==> src/rtl/mem_arb_pkg.sv <==
// Shared encodings and default timing constants for the IF/DM memory-port arbiter.
package mem_arb_pkg;

    typedef enum logic [1:0] {
        IDLE   = 2'd0,
        ACCESS = 2'd1,
        DONE   = 2'd2
    } arb_state_t;

    typedef enum logic {
        GNT_IF = 1'b0,
        GNT_DM = 1'b1
    } gnt_owner_t;

    localparam int MEM_LAT_DEF    = 4;
    localparam int STARVE_MAX_DEF = 8;

endpackage

==> src/rtl/mem_arb_lat_cnt.sv <==
// Loadable 4-bit down-counter with zero flag; times how long memory controls are held.
import mem_arb_pkg::*;

module mem_arb_lat_cnt (
    input  logic       clk,
    input  logic       rst_n,
    input  logic       load_i,
    input  logic [3:0] load_val_i,
    input  logic       dec_i,
    output logic [3:0] cnt_o,
    output logic       zero_o
);

    logic [3:0] cnt_q, cnt_d;

    always_comb begin
        cnt_d = cnt_q;
        if (load_i) begin
            cnt_d = load_val_i;
        end else if (dec_i && (cnt_q != 4'd0)) begin
            cnt_d = cnt_q - 4'd1;
        end
    end

    always_ff @(posedge clk or negedge rst_n) begin
        if (!rst_n) begin
            cnt_q <= 4'd0;
        end else begin
            cnt_q <= cnt_d;
        end
    end

    assign cnt_o  = cnt_q;
    assign zero_o = (cnt_q == 4'd0);

endmodule

==> src/rtl/mem_port_arbiter.sv <==
// Serialises IF and DM accesses onto one multi-cycle memory port (DM has priority).
// Optional IF anti-starvation guard enabled by defining MEM_ARB_STARVE_GUARD_EN.
import mem_arb_pkg::*;

module mem_port_arbiter #(
    parameter int ADDR_W     = 16,
    parameter int DATA_W     = 16,
    parameter int MEM_LAT    = MEM_LAT_DEF
`ifdef MEM_ARB_STARVE_GUARD_EN
    ,
    parameter int STARVE_MAX = STARVE_MAX_DEF
`endif
) (
    input  logic              clk,
    input  logic              rst_n,
    input  logic              if_req,
    input  logic [ADDR_W-1:0] if_addr,
    output logic              if_rdy,
    output logic [DATA_W-1:0] if_data,
    input  logic              dm_req,
    input  logic              dm_we,
    input  logic [ADDR_W-1:0] dm_addr,
    input  logic [DATA_W-1:0] dm_wdata,
    output logic              dm_rdy,
    output logic [DATA_W-1:0] dm_rdata,
    output logic              mem_en,
    output logic              mem_we,
    output logic [ADDR_W-1:0] mem_addr,
    output logic [DATA_W-1:0] mem_wdata,
    input  logic [DATA_W-1:0] mem_rdata,
    output logic              stall
);

    localparam logic [3:0] LAT_INIT = 4'(MEM_LAT - 1);

    arb_state_t        state_q, state_d;
    gnt_owner_t        gnt_q, gnt_d;
    logic              mem_en_q, mem_en_d;
    logic              mem_we_q, mem_we_d;
    logic [ADDR_W-1:0] mem_addr_q, mem_addr_d;
    logic [DATA_W-1:0] mem_wdata_q, mem_wdata_d;
    logic [DATA_W-1:0] if_data_q, if_data_d;
    logic [DATA_W-1:0] dm_rdata_q, dm_rdata_d;
    logic              lat_load, lat_dec, lat_zero;
    logic [3:0]        lat_cnt;
    logic              force_if;
    logic              pick_dm;

`ifdef MEM_ARB_STARVE_GUARD_EN
    localparam int STARVE_W = $clog2(STARVE_MAX + 1);
    logic [STARVE_W-1:0] starve_cnt_q, starve_cnt_d;

    assign force_if = (starve_cnt_q == STARVE_W'(STARVE_MAX));

    // Counts consecutive DM grants that bypassed a waiting fetch; any IF grant or idle fetch side resets it.
    always_comb begin
        starve_cnt_d = starve_cnt_q;
        if (state_q == IDLE) begin
            if (!if_req) begin
                starve_cnt_d = '0;
            end else if (pick_dm) begin
                if (!force_if) starve_cnt_d = starve_cnt_q + 1'b1;
            end else begin
                starve_cnt_d = '0;
            end
        end
    end

    always_ff @(posedge clk or negedge rst_n) begin
        if (!rst_n) starve_cnt_q <= '0;
        else        starve_cnt_q <= starve_cnt_d;
    end
`else
    assign force_if = 1'b0;
`endif

    assign pick_dm = dm_req && !(if_req && force_if);

    mem_arb_lat_cnt u_lat_cnt (
        .clk        (clk),
        .rst_n      (rst_n),
        .load_i     (lat_load),
        .load_val_i (LAT_INIT),
        .dec_i      (lat_dec),
        .cnt_o      (lat_cnt),
        .zero_o     (lat_zero)
    );

    always_comb begin
        state_d     = state_q;
        gnt_d       = gnt_q;
        mem_en_d    = mem_en_q;
        mem_we_d    = mem_we_q;
        mem_addr_d  = mem_addr_q;
        mem_wdata_d = mem_wdata_q;
        if_data_d   = if_data_q;
        dm_rdata_d  = dm_rdata_q;
        lat_load    = 1'b0;
        lat_dec     = 1'b0;
        case (state_q)
            IDLE: begin
                if (if_req || dm_req) begin
                    gnt_d       = pick_dm ? GNT_DM : GNT_IF;
                    mem_en_d    = 1'b1;
                    mem_we_d    = pick_dm && dm_we;
                    mem_addr_d  = pick_dm ? dm_addr : if_addr;
                    mem_wdata_d = pick_dm ? dm_wdata : '0;
                    lat_load    = 1'b1;
                    state_d     = ACCESS;
                end
            end
            ACCESS: begin
                if (lat_zero) begin
                    if (gnt_q == GNT_IF)  if_data_d  = mem_rdata;
                    else if (!mem_we_q)   dm_rdata_d = mem_rdata;
                    mem_en_d = 1'b0;
                    mem_we_d = 1'b0;
                    state_d  = DONE;
                end else begin
                    lat_dec = 1'b1;
                end
            end
            DONE:    state_d = IDLE;
            default: state_d = IDLE;
        endcase
    end

    always_ff @(posedge clk or negedge rst_n) begin
        if (!rst_n) begin
            state_q     <= IDLE;
            gnt_q       <= GNT_IF;
            mem_en_q    <= 1'b0;
            mem_we_q    <= 1'b0;
            mem_addr_q  <= '0;
            mem_wdata_q <= '0;
            if_data_q   <= '0;
            dm_rdata_q  <= '0;
        end else begin
            state_q     <= state_d;
            gnt_q       <= gnt_d;
            mem_en_q    <= mem_en_d;
            mem_we_q    <= mem_we_d;
            mem_addr_q  <= mem_addr_d;
            mem_wdata_q <= mem_wdata_d;
            if_data_q   <= if_data_d;
            dm_rdata_q  <= dm_rdata_d;
        end
    end

    assign if_rdy    = (state_q == DONE) && (gnt_q == GNT_IF);
    assign dm_rdy    = (state_q == DONE) && (gnt_q == GNT_DM);
    assign if_data   = if_data_q;
    assign dm_rdata  = dm_rdata_q;
    assign mem_en    = mem_en_q;
    assign mem_we    = mem_we_q;
    assign mem_addr  = mem_addr_q;
    assign mem_wdata = mem_wdata_q;
    assign stall     = (if_req && !if_rdy) || (dm_req && !dm_rdy);

endmodule

==> config.mk <==
export PLATFORM = sky130hd
export DESIGN_NAME = mem_port_arbiter
export DESIGN_NICKNAME = d
export VERILOG_FILES = /design/src/rtl/mem_arb_pkg.sv /design/src/rtl/mem_arb_lat_cnt.sv /design/src/rtl/mem_port_arbiter.sv
export SDC_FILE = /design/constraint.sdc
export NUM_CORES = 1
export LEC_CHECK = 0
export CORE_MARGIN = 3
export CORE_UTILIZATION = 45
export CTS_BUF_LIST = sky130_fd_sc_hd__clkbuf_4 sky130_fd_sc_hd__clkbuf_8
export DETAILED_ROUTE_END_ITERATION = 7
export PLACE_DENSITY = 0.86
export SETUP_SLACK_MARGIN = 0.2
export SLEW_MARGIN = 20
export SYNTH_ARGS = -nofsm -noshare
export SYNTH_HDL_FRONTEND = slang
export SYNTH_HIERARCHICAL = 1
export SYNTH_SLANG_ARGS = --single-unit
==> constraint.sdc <==
create_clock -name clk -period 6.23 [get_ports clk]
set_input_delay 1.246 -clock clk [delete_from_list [all_inputs] [get_ports clk]]
set_output_delay 1.246 -clock clk [all_outputs]
set_load 0.05 [all_outputs]
==> run metrics, run 1 <==
Die Width=88.7 microns; DRT iter0 DRCs=between 60 and 70; initial antenna violation count=0; drt wl/cell=17.6 microns; vias=approximately 2200; post-synthesis async set-or-reset flop share=1.00; CTS Root Cell=clkbuf_8; Worst Setup Start Kind=input pin; drt drc=0; WP buf/inv=3; Max Buffers Root-to-Sink=2; clock-pin slew on the worst setup and hold paths=around 0.07 ns; status=complete, no violations; Yosys cell types=35; vias per inst=approximately 5.2; Design Area, Final=between 4000 and 5000 sq um; Post-synth EDFFs=0; crit path time final=roughly 4.7 ns; die area=between 7000 and 8000 sq um; Peak supply drop=0.342 mV; Most used DFF post-synth=dfrtp_1; total CTS buffers=9; Syn Area/Cell=about 15 sq um; port buffer count=between 100 and 150; Starting Density=0.474; Final ANT Viol Nets=0; CP Max Fanout=18; Worst setup endpoint=stall; Slew Viols, Final=0; Final Hold Violating Endpoints=0; final wirelength=between 7000 and 8000 microns; first-pass GRT wire length=approximately 12000 microns; post-synthesis sequential area ratio=0.594; count leader, synth=dfrtp_1; CP delay by family, top=buffers and inverters; reg2reg start=u_lat_cnt/cnt_o[0]$_DFFE_PN0P_; placer congestion estimate=0.776; hold bufs inserted after CTS=0; Final period util=0.757; CP max-delay cell=clkdlybuf4s50_1; I/O Pins=approximately 140; Die Y=between 80 and 90 microns; buffer count from post-CTS setup fixing=0; Core Region=6490 sq um; worst-skew pair later-pin latency=between 0.3 and 0.4 ns; dpl cell area=between 4000 and 5000 sq um; cell type with the highest aggregate area in the netlist=dfrtp_1; vias in the first global route=~2500; hold_ws=approximately 0.49 ns; CTS tree=yes; most used cell, CP=clkdlybuf4s50_1; RSZ-0062 raised after global routing=no; Post-synth top cells=dfrtp_1, mux2_2, a22o_1; overall power=between 2 and 3 mW; top cells by area, synth=dfrtp_1, mux2_2, a22o_1, inv_1, buf_2; CP cell instances=clkdlybuf4s50_1, inv_1, o22ai_1, clkdlybuf4s50_1; Worst setup EP type=primary output; r2r setup slk=approximately 3.6 ns; worst slew pin tran=between 1 and 1.5 ns; final setup vio count=0; clk sinks=between 70 and 80; GRT Total Usage=0.204; post_cts resized=0; fin cells=between 400 and 500; Max Clock Freq=212 MHz; max incr delay on CP=between 1 and 1.5 ns; Synth Warn #=6; Max H-tree Level=3; Pleak=around 2.0 nW; synth-to-layout area growth=53.9%; Cell Area, Synth=approximately 3100 sq um; CP Launch Point=dm_req; worst rel slew slack=0.314; Post-Place Cells=a little over 400; layout cells sized above 1=0.260; Reg-to-Reg End=dm_rdata[6]$_DFFE_PN0P_; # rows=29; crit path kind=in -> out; #FFs+latches synth=73; Overflow after GRT=0; Yosys top cell area share=0.594; reg2reg path depth=6; WP data arrival=~3.5 ns; Hold Crit Class=reg -> reg; WP data required=4.98 ns; TritonRoute pass-1 iters=4; DP Wirelength=between 5000 and 6000 microns; Final #Nets=between 400 and 500; largest net degree at the start of global routing=74; Setup TNS Final=0 ns; Max Cap Viol=0; Worst path depth=4; ANT cells=0; Cells after Synth=207; Cell Pwr Density=623 nW/um^2; Max Clock Skew=just under 0.01 ns
==> cell families after synthesis <==
logic type,count (synthesis),synth area share
DFF,73,0.594
muxes,64,0.234
AOI/OAI and AO/OA,28,0.0749
and+or+nand+nor,23,0.0602
buffers and inverters,16,0.0301
other,2,0.00244
adders and majority gates,1,0.00407
==> metrics by stage <==
stage,utilization,setup WS [ns]
after floorplan,-,2.62
after global placement,0.691,1.54
after detailed placement,0.691,1.49
after CTS,0.729,1.52
after global routing,0.729,1.43
final,0.729,1.51
==> per-layer routing <==
layer  part of all wire  up-vias  GRT usage
met2               0.51       90      0.332
met4              0.012        0     0.0893
met1               0.39     1112      0.248
li1                   -     1030          -
met5                  0        -          0
met3              0.079        7     0.0661
==> flip-flops by register name, summed over array words and instances (netlist names) <==
name             count
dm_rdata            16
if_data             16
mem_addr            16
mem_wdata           16
u_lat_cnt/cnt_o      4
state_q              2
gnt_q                1
mem_en               1
mem_we               1
==> power by group <==
group | switching (mW) | internal (mW) | total, mW
Combinational | 1.03 | 0.636 | 1.67
Clock | 0.178 | 0.266 | 0.443
Sequential | 0.142 | 0.700 | 0.842
==> area by class of cell <==
type	count	area (sq um)
sequential	73	1830
fill	458	1760
timing repair buffer	138	1380
multi-input combinational	120	1160
clock buffer	9	124
clock inverter	7	119
tap	77	96.3
inverter	7	26.3
==> worst min-delay path by stage <==
stage                         startpoint                   endpoint  slack, ns  cells after the start
5_1_grt        mem_wdata[12]$_DFFE_PN0P_  mem_wdata[12]$_DFFE_PN0P_       0.52                      1
4_1_cts               mem_en$_DFFE_PN0P_         mem_en$_DFFE_PN0P_       0.49                      2
6_report              mem_en$_DFFE_PN0P_         mem_en$_DFFE_PN0P_       0.49                      2
2_1_floorplan          gnt_q$_DFFE_PN0P_          gnt_q$_DFFE_PN0P_       0.53                      1
3_5_place_dp          mem_en$_DFFE_PN0P_         mem_en$_DFFE_PN0P_       0.47                      2
3_3_place_gp          mem_en$_DFFE_PN0P_         mem_en$_DFFE_PN0P_       0.46                      2
==> worst reg2reg max path, cell delays in order, from the launching register on <==
cell	delay, ns
dfrtp_1	0.42
inv_1	0.07
ha_1	0.21
nor3b_2	0.46
nand3b_4	0.18
nor3b_4	0.76
mux2_2	0.42
==> layout by cell type, fill, tap and decap left out, types with 2 or more instances in the layout <==
| master | n |
|---|---|
| clkdlybuf4s50_1 | 136 |
| dfrtp_1 | 73 |
| nand2_1 | 5 |
| inv_1 | 7 |
| bufinv_16 | 3 |
| mux2_2 | 64 |
| or2b_1 | 2 |
| clkbuf_8 | 9 |
| nor3_1 | 2 |
| o21ai_0 | 3 |
| nor2_1 | 2 |
| clkinvlp_4 | 2 |
| buf_4 | 2 |
| conb_1 | 4 |
| a22o_1 | 16 |
| nor3b_1 | 2 |
Note: power is estimated with default switching activity, not from simulation.
==> inputs of run 2 (changes only) <==
- CORE_UTILIZATION: 45 -> 43
- PLACE_DENSITY: 0.86 -> 0.82
- clock period: 6.23 -> 4.5 ns (I/O delays scaled with it)
==> run metrics, run 2 (synthesis gave the netlist of run 1 again) <==
status=complete, no violations; vias per inst=4.94 (-4.9%); Core Region=6870 sq um (+5.8%); CP max-delay cell=clkdlybuf4s50_1; reg2reg start=u_lat_cnt/cnt_o[0]$_DFFE_PN0P_; CP cell instances=clkdlybuf4s50_1, inv_1, o22ai_1, clkdlybuf4s50_1; Setup TNS Final=0 ns (unchanged); Peak supply drop=0.388 mV (+13%); final setup vio count=0 (unchanged); DP Wirelength=5230 microns (-2.3%); hold_ws=0.483 ns (-0.00280 ns); largest net degree at the start of global routing=74 (unchanged); Worst Setup Start Kind=input pin; Cell Pwr Density=844 nW/um^2 (+35%); vias in the first global route=2477 (-0.12%); # fillers=508 (+11%); DRT iter0 DRCs=95 (+40%); hold bufs inserted after CTS=0 (unchanged); Final #Nets=420 (+0.24%); Die Width=90.6 microns (+2.1%); leading cell type in the layout, fill and taps excluded=clkdlybuf4s50_1; Slew Viols, Final=0 (unchanged); Starting Density=0.448 (-0.0258); hold path startpoint=mem_en$_DFFE_PN0P_; placer congestion estimate=0.730 (-5.9%); clock-pin slew on the worst setup and hold paths=0.07 ns (about the same); WP data required=3.60 ns (-1.38 ns); Worst Hold Depth=2 (unchanged); synth-to-layout area growth=54.1%; Pleak=2.03 nW (about the same); post_cts resized=0 (unchanged); Final period util=0.743; I/O Pins=138 (unchanged); Max H-tree Level=3 (unchanged); ANT cells=0 (unchanged); most frequent cells in the layout=clkdlybuf4s50_1, dfrtp_1, mux2_2; Final ANT Viol Nets=0 (unchanged); GRT Total Usage=0.184 (-0.0194); CTS tree=yes; worst slew pin tran=0.887 ns (-0.136 ns); first-pass GRT wire length=12200 microns (+0.69%); most used cell, CP=clkdlybuf4s50_1; initial antenna violation count=0 (unchanged); Hold Crit Class=reg -> reg; clk sinks=73 (unchanged); CP Launch Point=if_req; Worst setup EP type=primary output; Max Clock Freq=299 MHz; Overflow after GRT=0 (unchanged); total CTS buffers=9 (unchanged); WP buf/inv=3 (unchanged); worst-skew pair later-pin latency=0.33 ns (about the same); Max Cap Viol=0 (unchanged); layout cells sized above 1=0.262 (+0.00208); Final Hold Violating Endpoints=0 (unchanged); reg2reg path depth=6 (unchanged); vias=2227 (-0.54%); drt wl/cell=15.6 microns (-11%); crit path kind=in -> out; WP data arrival=2.45 ns (-1.02 ns); Max Clock Skew=0.00990 ns (+0.000264 ns); # rows=30 (+3.4%); CTS Root Cell=clkbuf_8; max incr delay on CP=0.85 ns (-0.16 ns); TritonRoute pass-1 iters=4 (unchanged); worst rel slew slack=0.409 (+0.0944); Die Y=90.6 microns (+2.1%); Max Buffers Root-to-Sink=2 (unchanged); port buffer count=137 (unchanged); CP Max Fanout=2 (-16); RSZ-0062 raised after global routing=no; crit path time final=about 3.3 ns; die area=8200 sq um (+4.3%); CP delay by family, top=buffers and inverters; Worst path depth=4 (unchanged); drt drc=0 (unchanged); final wirelength=7050 microns (-6.9%); buffer count from post-CTS setup fixing=0 (unchanged)
-- run 2: cell types whose count changed in the layout (fill, tap and decap cells not counted) --
cell        previous run  this run
clkbuf_4               0         1
clkinv_4               1         0
buf_4                  2         3
clkinvlp_4             2         1
nor3_2                 1         0
bufinv_16              3         2
clkinv_2               1         3
nor3_4                 0         1
-- run 2: where the power goes --
part           leakage (nW)  switching, mW  internal, mW
clock                 0.109          0.228         0.316
sequential            0.892          0.189         0.969
combinational          1.02           1.42         0.882
-- run 2: area by class of cell --
class,instances,area (sq um),share of cell area
Clock buffer,10,131,0.0277
Multi-Input combinational cell,120,1170,0.247
Clock inverter,6,82.6,0.0174
Inverter,7,26.3,0.00554
Tap cell,96,120,0.0253
Sequential cell,73,1830,0.385
Timing Repair Buffer,139,1380,0.292
-- run 2: tightest hold or removal path: cells and delay by family, from the launching register on --
| family | cells | cell delay, ns |
|---|---|---|
| flops | 1 | 0.35 |
| simple gates | 2 | 0.10 |
-- run 2: layer usage --
metal,vias up,GRT usage,wire [microns],share of wire
met3,10,0.0567,544,0.077
met5,-,0,0,0
li1,1036,-,-,-
met2,87,0.306,3610,0.51
met4,0,0.0804,123,0.017
met1,1094,0.221,2770,0.39
-- run 2: final timing paths --
path | to | slack [ns]
hold / removal | mem_en$_DFFE_PN0P_ | 0.48
setup / recovery | stall | 1.15
setup reg to reg | dm_rdata[7]$_DFFE_PN0P_ | 1.92
min in group asynchronous | dm_rdata[0]$_DFFE_PN0P_ | 0.69
max in group asynchronous | mem_wdata[1]$_DFFE_PN0P_ | 3.23
hold reg to reg | mem_en$_DFFE_PN0P_ | 0.48
-- run 2: metrics by stage --
step | power [mW] | instances | instance area, sq um | setup slack [ns] | utilization
final | 4.00 | 451 | 4740 | 1.15 | 0.690
after global routing | 4.20 | 451 | 4740 | 1.13 | 0.690
after CTS | 4.04 | 451 | 4730 | 1.15 | 0.689
after detailed placement | 3.49 | 435 | 4520 | 1.15 | 0.658
after global placement | 3.44 | 435 | 4520 | 1.18 | 0.658
after floorplan | 2.71 | 209 | 3080 | 1.24 | -
